$ cat config.mk
export PLATFORM = sky130hd
export DESIGN_NAME = fetch_unit
export DESIGN_NICKNAME = d
export VERILOG_FILES = /design/src/rtl/fetch_unit.sv
export SDC_FILE = /design/constraint.sdc
export NUM_CORES = 1
export LEC_CHECK = 0
export ABC_AREA = 0
export CAP_MARGIN = 30
export CELL_PAD_IN_SITES_DETAIL_PLACEMENT = 1
export CELL_PAD_IN_SITES_GLOBAL_PLACEMENT = 2
export CORE_MARGIN = 2
export CORE_UTILIZATION = 25
export CTS_BUF_LIST = sky130_fd_sc_hd__clkbuf_4 sky130_fd_sc_hd__clkbuf_8 sky130_fd_sc_hd__clkbuf_16
export CTS_CLUSTER_DIAMETER = 50
export DETAILED_ROUTE_END_ITERATION = 8
export GPL_ROUTABILITY_DRIVEN = 0
export GPL_TIMING_DRIVEN = 0
export HOLD_SLACK_MARGIN = 0.03
export PLACE_DENSITY_LB_ADDON = 0.3
export SKIP_CTS_REPAIR_TIMING = 1
export SYNTH_ARGS = -nofsm -noshare
export SYNTH_HDL_FRONTEND = slang
export SYNTH_SLANG_ARGS = --single-unit
$ cat constraint.sdc
create_clock -name clk -period 1.8 [get_ports clk]
set_clock_uncertainty 0.05 [all_clocks]
set_input_delay 0.36 -clock clk [delete_from_list [all_inputs] [get_ports clk]]
set_output_delay 0.36 -clock clk [all_outputs]
set_load 0.02 [all_outputs]
$ cat src/rtl/fetch_unit.sv
// Instruction-fetch stage: issues one imem request at a time for the current PC
// and holds the returned word in a decode-facing output register.
module fetch_unit #(
  parameter logic [31:0] NOP = 32'h00000000
) (
  input  logic        clk,
  input  logic        rstd,
  input  logic [31:0] pc,
  input  logic        flush,
  output logic        pc_hold,
  output logic        imem_req,
  output logic [31:0] imem_addr,
  input  logic        imem_gnt,
  input  logic        imem_rvalid,
  input  logic [31:0] imem_rdata,
  output logic [31:0] ins,
  output logic [31:0] ins_pc,
  output logic        ins_valid,
  input  logic        ins_ready,
  output logic [31:0] ins_cnt
);

  typedef enum logic [1:0] {FETCH, WAIT, DRAIN} state_t;

  state_t      state, state_nx;
  logic [31:0] req_pc;
  logic        grant;
  logic        load;
  logic        accept;

  assign imem_addr = pc;

  always_comb begin
    state_nx = state;
    imem_req = 1'b0;
    grant    = 1'b0;
    load     = 1'b0;
    accept   = ins_valid && ins_ready;
    // A request only goes out when the output register is free this cycle.
    case (state)
      FETCH: begin
        imem_req = !flush && (!ins_valid || ins_ready);
        grant    = imem_req && imem_gnt;
        if (grant) state_nx = WAIT;
      end
      WAIT: begin
        load = imem_rvalid && !flush;
        if (imem_rvalid)  state_nx = FETCH;
        else if (flush)   state_nx = DRAIN;
      end
      DRAIN: begin
        if (imem_rvalid) state_nx = FETCH;
      end
      default: state_nx = FETCH;
    endcase
    pc_hold = !flush && !grant;
  end

  always_ff @(posedge clk or negedge rstd) begin
    if (!rstd) state <= FETCH;
    else       state <= state_nx;
  end

  always_ff @(posedge clk or negedge rstd) begin
    if (!rstd) begin
      req_pc    <= '0;
      ins       <= NOP;
      ins_pc    <= '0;
      ins_valid <= 1'b0;
      ins_cnt   <= '0;
    end else begin
      if (grant) req_pc <= pc;
      // Flush beats load beats accept-clear; counting is independent of all three.
      if (flush) begin
        ins_valid <= 1'b0;
        ins       <= NOP;
      end else if (load) begin
        ins_valid <= 1'b1;
        ins       <= imem_rdata;
        ins_pc    <= req_pc;
      end else if (accept) begin
        ins_valid <= 1'b0;
      end
      if (accept) ins_cnt <= ins_cnt + 32'd1;
    end
  end

endmodule

==> Flow_metrics.wiki, run 1 <==
{| class="wikitable"
! Metric !! Value
|-
| Run status || complete, but fails checks
|-
| Failing checks || setup timing
|-
| Pwr/cell area || 1030 nW/um^2
|-
| TritonCTS clock tree || built
|-
| Worst-Margin Slew || 544 ps
|-
| Floorplan die area || 23600 um^2
|-
| Pleak || 5.62 nW
|-
| Max-Cap Viols || 0
|-
| Count of nets after finishing || 773
|-
| Maximum buffer depth of the clock tree || 2
|-
| Required time of the worst setup path || 2090 ps
|-
| Pin count of the biggest net entering global routing || 84
|-
| Post-layout min period || 1970 ps
|-
| Proportion of layout cells with a drive suffix above 1 || approximately 29%
|-
| Number of global-route vias before repair || around 4700
|-
| Antenna violations before repair || 0
|-
| Sequential area share after synthesis || slightly below 60%
|-
| Cell row count || 54
|-
| Y dimension of the die || 154 um
|-
| CP endpoint kind || flip-flop
|-
| Arrival time of data at the critical path endpoint || roughly 2300 ps
|-
| #FFs+latches synth || 131
|-
| VDD IR-drop max || roughly 0.00057 V
|-
| Post-route DRC violation count || 0
|-
| Max-slew violations || 0
|-
| Total number of vias || 4333
|-
| Quantity of I/O buffers inserted on ports || 200
|-
| Top Ports || 201
|-
| Cell at the root of the clock tree || sky130_fd_sc_hd__clkbuf_16
|-
| Highest attainable clock frequency || 507 MHz
|-
| Average cell area after synthesis || between 10 and 15 um^2
|-
| Synthesized instance count || 461
|-
| Clock latency on the worst-skew pair || around 410 ps
|-
| Number of enable flip-flop cells after synthesis || 0
|-
| Number of unique standard cell types used by synthesis || 32
|-
| Post-route fraction of the period consumed by the critical path || 110%
|-
| TritonCTS buffer count || 17
|-
| Number of nets in the synthesized netlist || about 530
|-
| CP Max Fanout || 4
|-
| Worst setup path class || flip-flop to flip-flop
|-
| Placed wire-length estimate after detailed placement || 11700 um
|-
| Area growth, synth to finish || 64.9%
|-
| Iteration-0 DRC count of the detailed router || 71
|-
| Sum Neg Setup Slack || -613 ps
|-
| Aggregate global routing overflow || 0
|-
| Number of non-filler instances in the completed layout || 993
|-
| Wire length of the first global-routing pass || 25300 um
|-
| Pre-Repair DR Iteration Count || 4
|-
| Effective utilization at floorplan || 25.5%
|-
| Avg Vias per Cell || 4.36
|-
| Commonest cells after routing, fill and taps aside || sky130_fd_sc_hd__dlymetal6s2s_1 (130), sky130_fd_sc_hd__dfrtp_1 (119), sky130_fd_sc_hd__nand2_1 (73)
|-
| Instance count after placement with tap cells included || 942
|-
| Relative slew slack || 63.5%
|-
| Final count of negative-setup-slack endpoints || 7
|-
| Kind of start point of the critical path || flip-flop
|-
| Final standard cell utilization of the core || 42.1%
|-
| Clock transition at path regs || approximately 60 ps
|-
| Min-Delay Path Class || input pin to flip-flop
|-
| Total GRT Usage || 13.6%
|-
| Final Hold Vio Count || 0
|-
| Synthesized area || 5590 um^2
|-
| Total detailed-routing wirelength || 16300 um
|-
| Slack of the critical path || -173 ps
|-
| Clock net sink count || 131
|-
| Area of the core || 21900 um^2
|-
| Number of warnings reported in the yosys synthesis log || 0
|-
| RSZ-0062 raised after global routing || yes
|-
| H-tree levels || 4
|-
| Proportion of register bits with asynchronous set or reset after synthesis || 100%
|-
| Main synth FF type || sky130_fd_sc_hd__dfrtp_1
|-
| Leading cell type in the layout, fill and taps excluded || sky130_fd_sc_hd__dlymetal6s2s_1
|-
| Average wire per standard cell || 16.5 um
|-
| Horiz. Die Dim || 154 um
|-
| Number of nets with antenna violations after detailed routing || 0
|-
| Antenna diodes || 0
|}
## worst max-delay path, cell delays in order, from the launching register on
cell and delay [ps]:
sky130_fd_sc_hd__dfrtp_2 380, sky130_fd_sc_hd__buf_4 110, sky130_fd_sc_hd__buf_4 100, sky130_fd_sc_hd__nand4_1 230, sky130_fd_sc_hd__or4_4 670, sky130_fd_sc_hd__nor4_4 190, sky130_fd_sc_hd__xor2_1 170
## cell usage after synthesis, types with 2 or more instances
cell type | n | area share (%)
sky130_fd_sc_hd__a21oi_1 | 35 | 3.1
sky130_fd_sc_hd__and2_1 | 5 | 0.56
sky130_fd_sc_hd__and3_1 | 2 | 0.22
sky130_fd_sc_hd__and4_1 | 3 | 0.47
sky130_fd_sc_hd__buf_2 | 6 | 0.54
sky130_fd_sc_hd__buf_4 | 32 | 4.3
sky130_fd_sc_hd__buf_6 | 2 | 0.40
sky130_fd_sc_hd__clkbuf_1 | 11 | 0.74
sky130_fd_sc_hd__dfrtp_1 | 131 | 59
sky130_fd_sc_hd__inv_1 | 4 | 0.27
sky130_fd_sc_hd__mux2_2 | 65 | 13
sky130_fd_sc_hd__nand2_1 | 77 | 5.2
sky130_fd_sc_hd__nand3_1 | 11 | 0.98
sky130_fd_sc_hd__nand4_1 | 10 | 1.1
sky130_fd_sc_hd__nor2_1 | 9 | 0.60
sky130_fd_sc_hd__nor2b_1 | 2 | 0.22
sky130_fd_sc_hd__nor3_1 | 4 | 0.36
sky130_fd_sc_hd__nor3_2 | 4 | 0.72
sky130_fd_sc_hd__nor4_1 | 2 | 0.22
sky130_fd_sc_hd__nor4_2 | 4 | 0.89
sky130_fd_sc_hd__or4_4 | 2 | 0.40
sky130_fd_sc_hd__xnor2_1 | 15 | 2.3
sky130_fd_sc_hd__xor2_1 | 16 | 2.5
## state kept, by name, summed over array words and instances, names as in the netlist
| signal | count |
|---|---|
| state | 2 |
| ins_cnt | 32 |
| ins | 32 |
| ins_valid | 1 |
| req_pc | 32 |
| ins_pc | 32 |
## metal layers
layer,vias to the layer above,global-route usage (%),share of wire (%)
met2,117,23.6,52
met1,2176,15.6,41
met4,0,4.67,1.5
met5,-,0,0
met3,16,4.96,6.0
li1,2024,-,-
## where the power goes
part           internal, mW  total, mW  switching [mW]
Sequential             3.51       3.81           0.298
Clock                  1.90       3.16            1.26
Combinational          1.32       2.51            1.18
Total                  6.74       9.48            2.74
## through the flow
stage          total power, mW  setup WS (ps)  instance area (um^2)  hold WS [ps]
3_3_place_gp              6.32          -5480                  7970           419
5_1_grt                   10.0           -252                  9220           333
3_5_place_dp              6.40          -1010                  8000           290
2_1_floorplan             5.01          -19.8                  5620          14.4
6_report                  9.48           -173                  9220           325
4_1_cts                   9.64          -1020                  8540          -162
## path summary, 6_finish.rpt
path                       cells past startpoint   startpoint     endpoint  slack, ps
max in group asynchronous                      3         rstd      ins[11]        510
min                                            3    ins_ready   ins_cnt[0]        320
max                                            6    ins_valid  ins_cnt[30]       -170
max reg2reg                                    6    ins_valid  ins_cnt[30]       -170
min reg2reg                                    1  ins_cnt[31]  ins_cnt[31]        420
min in group asynchronous                      2         rstd  ins_cnt[18]        400
## kinds of logic after synthesis
| logic type | Yosys count | share of synthesized area, % |
|---|---|---|
| fa+ha+maj | 1 | 0.224 |
| simple gates | 142 | 13.6 |
| mux | 66 | 13.3 |
| flops | 131 | 58.6 |
| xor+xnor | 31 | 4.85 |
| compound gates | 35 | 3.13 |
| buf+inv | 55 | 6.24 |
## final cells by class
type | count | area (um^2)
inverter | 4 | 15.0
timing repair buffer | 223 | 2540
fill | 2302 | 12700
tap | 280 | 350
clock buffer | 22 | 488
buffer | 50 | 385
clock inverter | 8 | 55.1
multi-input combinational | 275 | 2090
sequential | 131 | 3290
(Power assumes the default switching activity.)
==> run 2, diff against run 1 <==
Settings changed: CTS_CLUSTER_DIAMETER 50 to unset.
==> results of run 2 <==
Final layout, timing and power as in run 1 (identical DEF).
==> run 3, diff against run 2 <==
Settings changed: SLEW_MARGIN set to 30.
==> run 3 against run 2 <==
Effect of this change: the run still ends with setup timing left; global-route usage is the same; power is essentially flat; final cell count is the same; critical path type unchanged; highest routed layer unchanged; largest cell class unchanged; final area is essentially flat; utilization is essentially flat; worst hold slack is essentially flat; critical path depth is the same; via count is essentially flat; sequential share of layout area is essentially flat; fmax is essentially flat; register-to-register slack is essentially flat; sequential power is essentially flat.
==> Flow_metrics.wiki, run 3 (synthesized netlist as in run 1, its figures left out) <==
{| class="wikitable"
! Metric !! Value
|-
| Run status || complete, but fails checks
|-
| Failing checks || setup timing
|-
| Highest attainable clock frequency || 507 MHz
|-
| Clock transition at path regs || 60 ps
|-
| Floorplan die area || between 20000 and 25000 um^2
|-
| CP Max Fanout || 4
|-
| VDD IR-drop max || about 0.00057 V
|-
| Hold slack final || 324 ps
|-
| Aggregate global routing overflow || 0
|-
| Area of the core || ~22000 um^2
|-
| Pin count of the biggest net entering global routing || between 80 and 90
|-
| Effective utilization at floorplan || 25.5%
|-
| Crit. path cell count || 6
|-
| CP endpoint kind || flip-flop
|-
| Cell breakdown of the critical path || buf_4, buf_4, nand4_1, or4_4, nor4_4, xor2_1
|-
| Arrival time of data at the critical path endpoint || around 2300 ps
|-
| Crit path launch || ins_valid
|-
| Instance count after placement with tap cells included || between 900 and 1000
|-
| RSZ-0062 raised after global routing || yes
|-
| Max-slew violations || 0
|-
| TritonCTS buffer count || 17
|-
| Horiz. Die Dim || 154 um
|-
| Post-route fraction of the period consumed by the critical path || 110%
|-
| Worst setup path class || flip-flop to flip-flop
|-
| Y dimension of the die || 154 um
|-
| Post-placement setup slack || -1010 ps
|-
| Reg-to-reg critical path startpoint || ins_valid
|-
| Wire length of the first global-routing pass || 25300 um
|-
| Hold Path Origin || ins_ready
|-
| Final Hold Vio Count || 0
|-
| Cell row count || 54
|-
| Leading cell type in the layout, fill and taps excluded || sky130_fd_sc_hd__dlymetal6s2s_1
|-
| Total cell area at the placement stage || 8000 um^2
|-
| Number of nets with antenna violations after detailed routing || 0
|-
| Biggest cell delay along the critical path || 670 ps
|-
| Crit path max-delay cell type || sky130_fd_sc_hd__or4_4
|-
| Combined buffer and inverter count along the critical path || 2
|-
| Pwr/cell area || 1030 nW/um^2
|-
| Placed wire-length estimate after detailed placement || 11700 um
|-
| Clock latency on the worst-skew pair || 410 ps
|-
| Cell family with the largest share of critical-path delay || simple AND/OR/NAND/NOR gates
|-
| Quantity of I/O buffers inserted on ports || 200
|-
| Total non-filler cell area in the finished layout || 9230 um^2
|-
| Top Ports || around 200
|-
| Number of global-route vias before repair || 4675
|-
| Cell at the root of the clock tree || sky130_fd_sc_hd__clkbuf_16
|-
| Most common cell on crit path || sky130_fd_sc_hd__buf_4
|-
| Iteration-0 DRC count of the detailed router || 71
|-
| Pre-Repair DR Iteration Count || 4
|-
| Commonest cells after routing, fill and taps aside || sky130_fd_sc_hd__dlymetal6s2s_1 (130), sky130_fd_sc_hd__dfrtp_1 (119), sky130_fd_sc_hd__nand2_1 (73)
|-
| Number of non-filler instances in the completed layout || 993
|-
| Relative slew slack || 63.5%
|-
| Min-Delay Path Class || input pin to flip-flop
|-
| Total number of vias || around 4300
|-
| Maximum buffer depth of the clock tree || 2
|-
| Max-Cap Viols || 0
|-
| Avg Vias per Cell || 4.37
|-
| Post-route DRC violation count || 0
|-
| Total detailed-routing wirelength || 16300 um
|-
| Final count of negative-setup-slack endpoints || 7
|-
| Count of nets after finishing || 773
|-
| Proportion of layout cells with a drive suffix above 1 || 28.6%
|-
| Slack of the critical path || -173 ps
|-
| Antenna violations before repair || 0
|-
| Average wire per standard cell || 16.5 um
|-
| Worst-Margin Slew || 544 ps
|-
| Kind of start point of the critical path || flip-flop
|-
| Total GRT Usage || 13.6%
|-
| Power after layout || 9.48 mW
|-
| H-tree levels || 4
|-
| Endpoint of the worst register-to-register path || ins_cnt[30]
|-
| Clock net sink count || between 100 and 150
|-
| TritonCTS clock tree || built
|-
| Worst Reg2Reg Path Length in Cells || 6
|-
| Register-to-register setup slack || -170 ps
|-
| Area growth, synth to finish || 65.0%
|-
| Post-layout min period || 1970 ps
|-
| Required time of the worst setup path || 2090 ps
|-
| Pleak || roughly 5.6 nW
|-
| End point of the critical path || ins_cnt[30]
|-
| Antenna diodes || 0
|}
## run 3: changes by cell type in the layout (fill, tap and decap cells not counted)
cell	before	now
sky130_fd_sc_hd__buf_8	1	2
sky130_fd_sc_hd__buf_6	10	9
## run 3: stage by stage
step           setup TNS, ps  utilization, %
3_5_place_dp          -63950            36.6
6_report                -613            42.1
5_1_grt                -1750            42.1
2_1_floorplan          -19.8               -
4_1_cts               -33690            39.0
3_3_place_gp         -718310            36.4
## run 3: how the worst min path moves through the flow
stage	to	slack (ps)	cells past startpoint
after global routing	ins_cnt[0]	330	3
after CTS	ins_cnt[20]	-210	1
after global placement	req_pc[5]	420	1
after detailed placement	ins_cnt[20]	250	1
final	ins_cnt[0]	320	3
after floorplan	ins[0]	10	0
## run 3: final cells by class
class	count	area, um^2
Buffer	50	385
Clock buffer	22	488
Clock inverter	8	55.1
Fill cell	2303	12700
Inverter	4	15.0
Multi-Input combinational cell	275	2090
Sequential cell	131	3290
Tap cell	280	350
Timing Repair Buffer	223	2550
## run 3: where the power goes
part | total [mW] | leakage [nW] | switching [mW] | internal (mW)
Clock | 3.16 | 0.263 | 1.26 | 1.90
Sequential | 3.81 | 1.66 | 0.297 | 3.51
Combinational | 2.51 | 3.70 | 1.18 | 1.33
## run 3: metal layers
| layer | GRT usage, % | up-vias | part of all wire (%) |
|---|---|---|---|
| met5 | 0 | - | 0 |
| met4 | 4.67 | 0 | 1.5 |
| met3 | 4.96 | 16 | 6.0 |
| met2 | 23.6 | 117 | 52 |
| met1 | 15.6 | 2178 | 41 |
| li1 | - | 2025 | - |
## run 3: tightest hold or removal path, cell delays in order
cell,delay [ps]
sky130_fd_sc_hd__dlymetal6s2s_1,190
sky130_fd_sc_hd__nand2_4,120
sky130_fd_sc_hd__xnor2_1,70
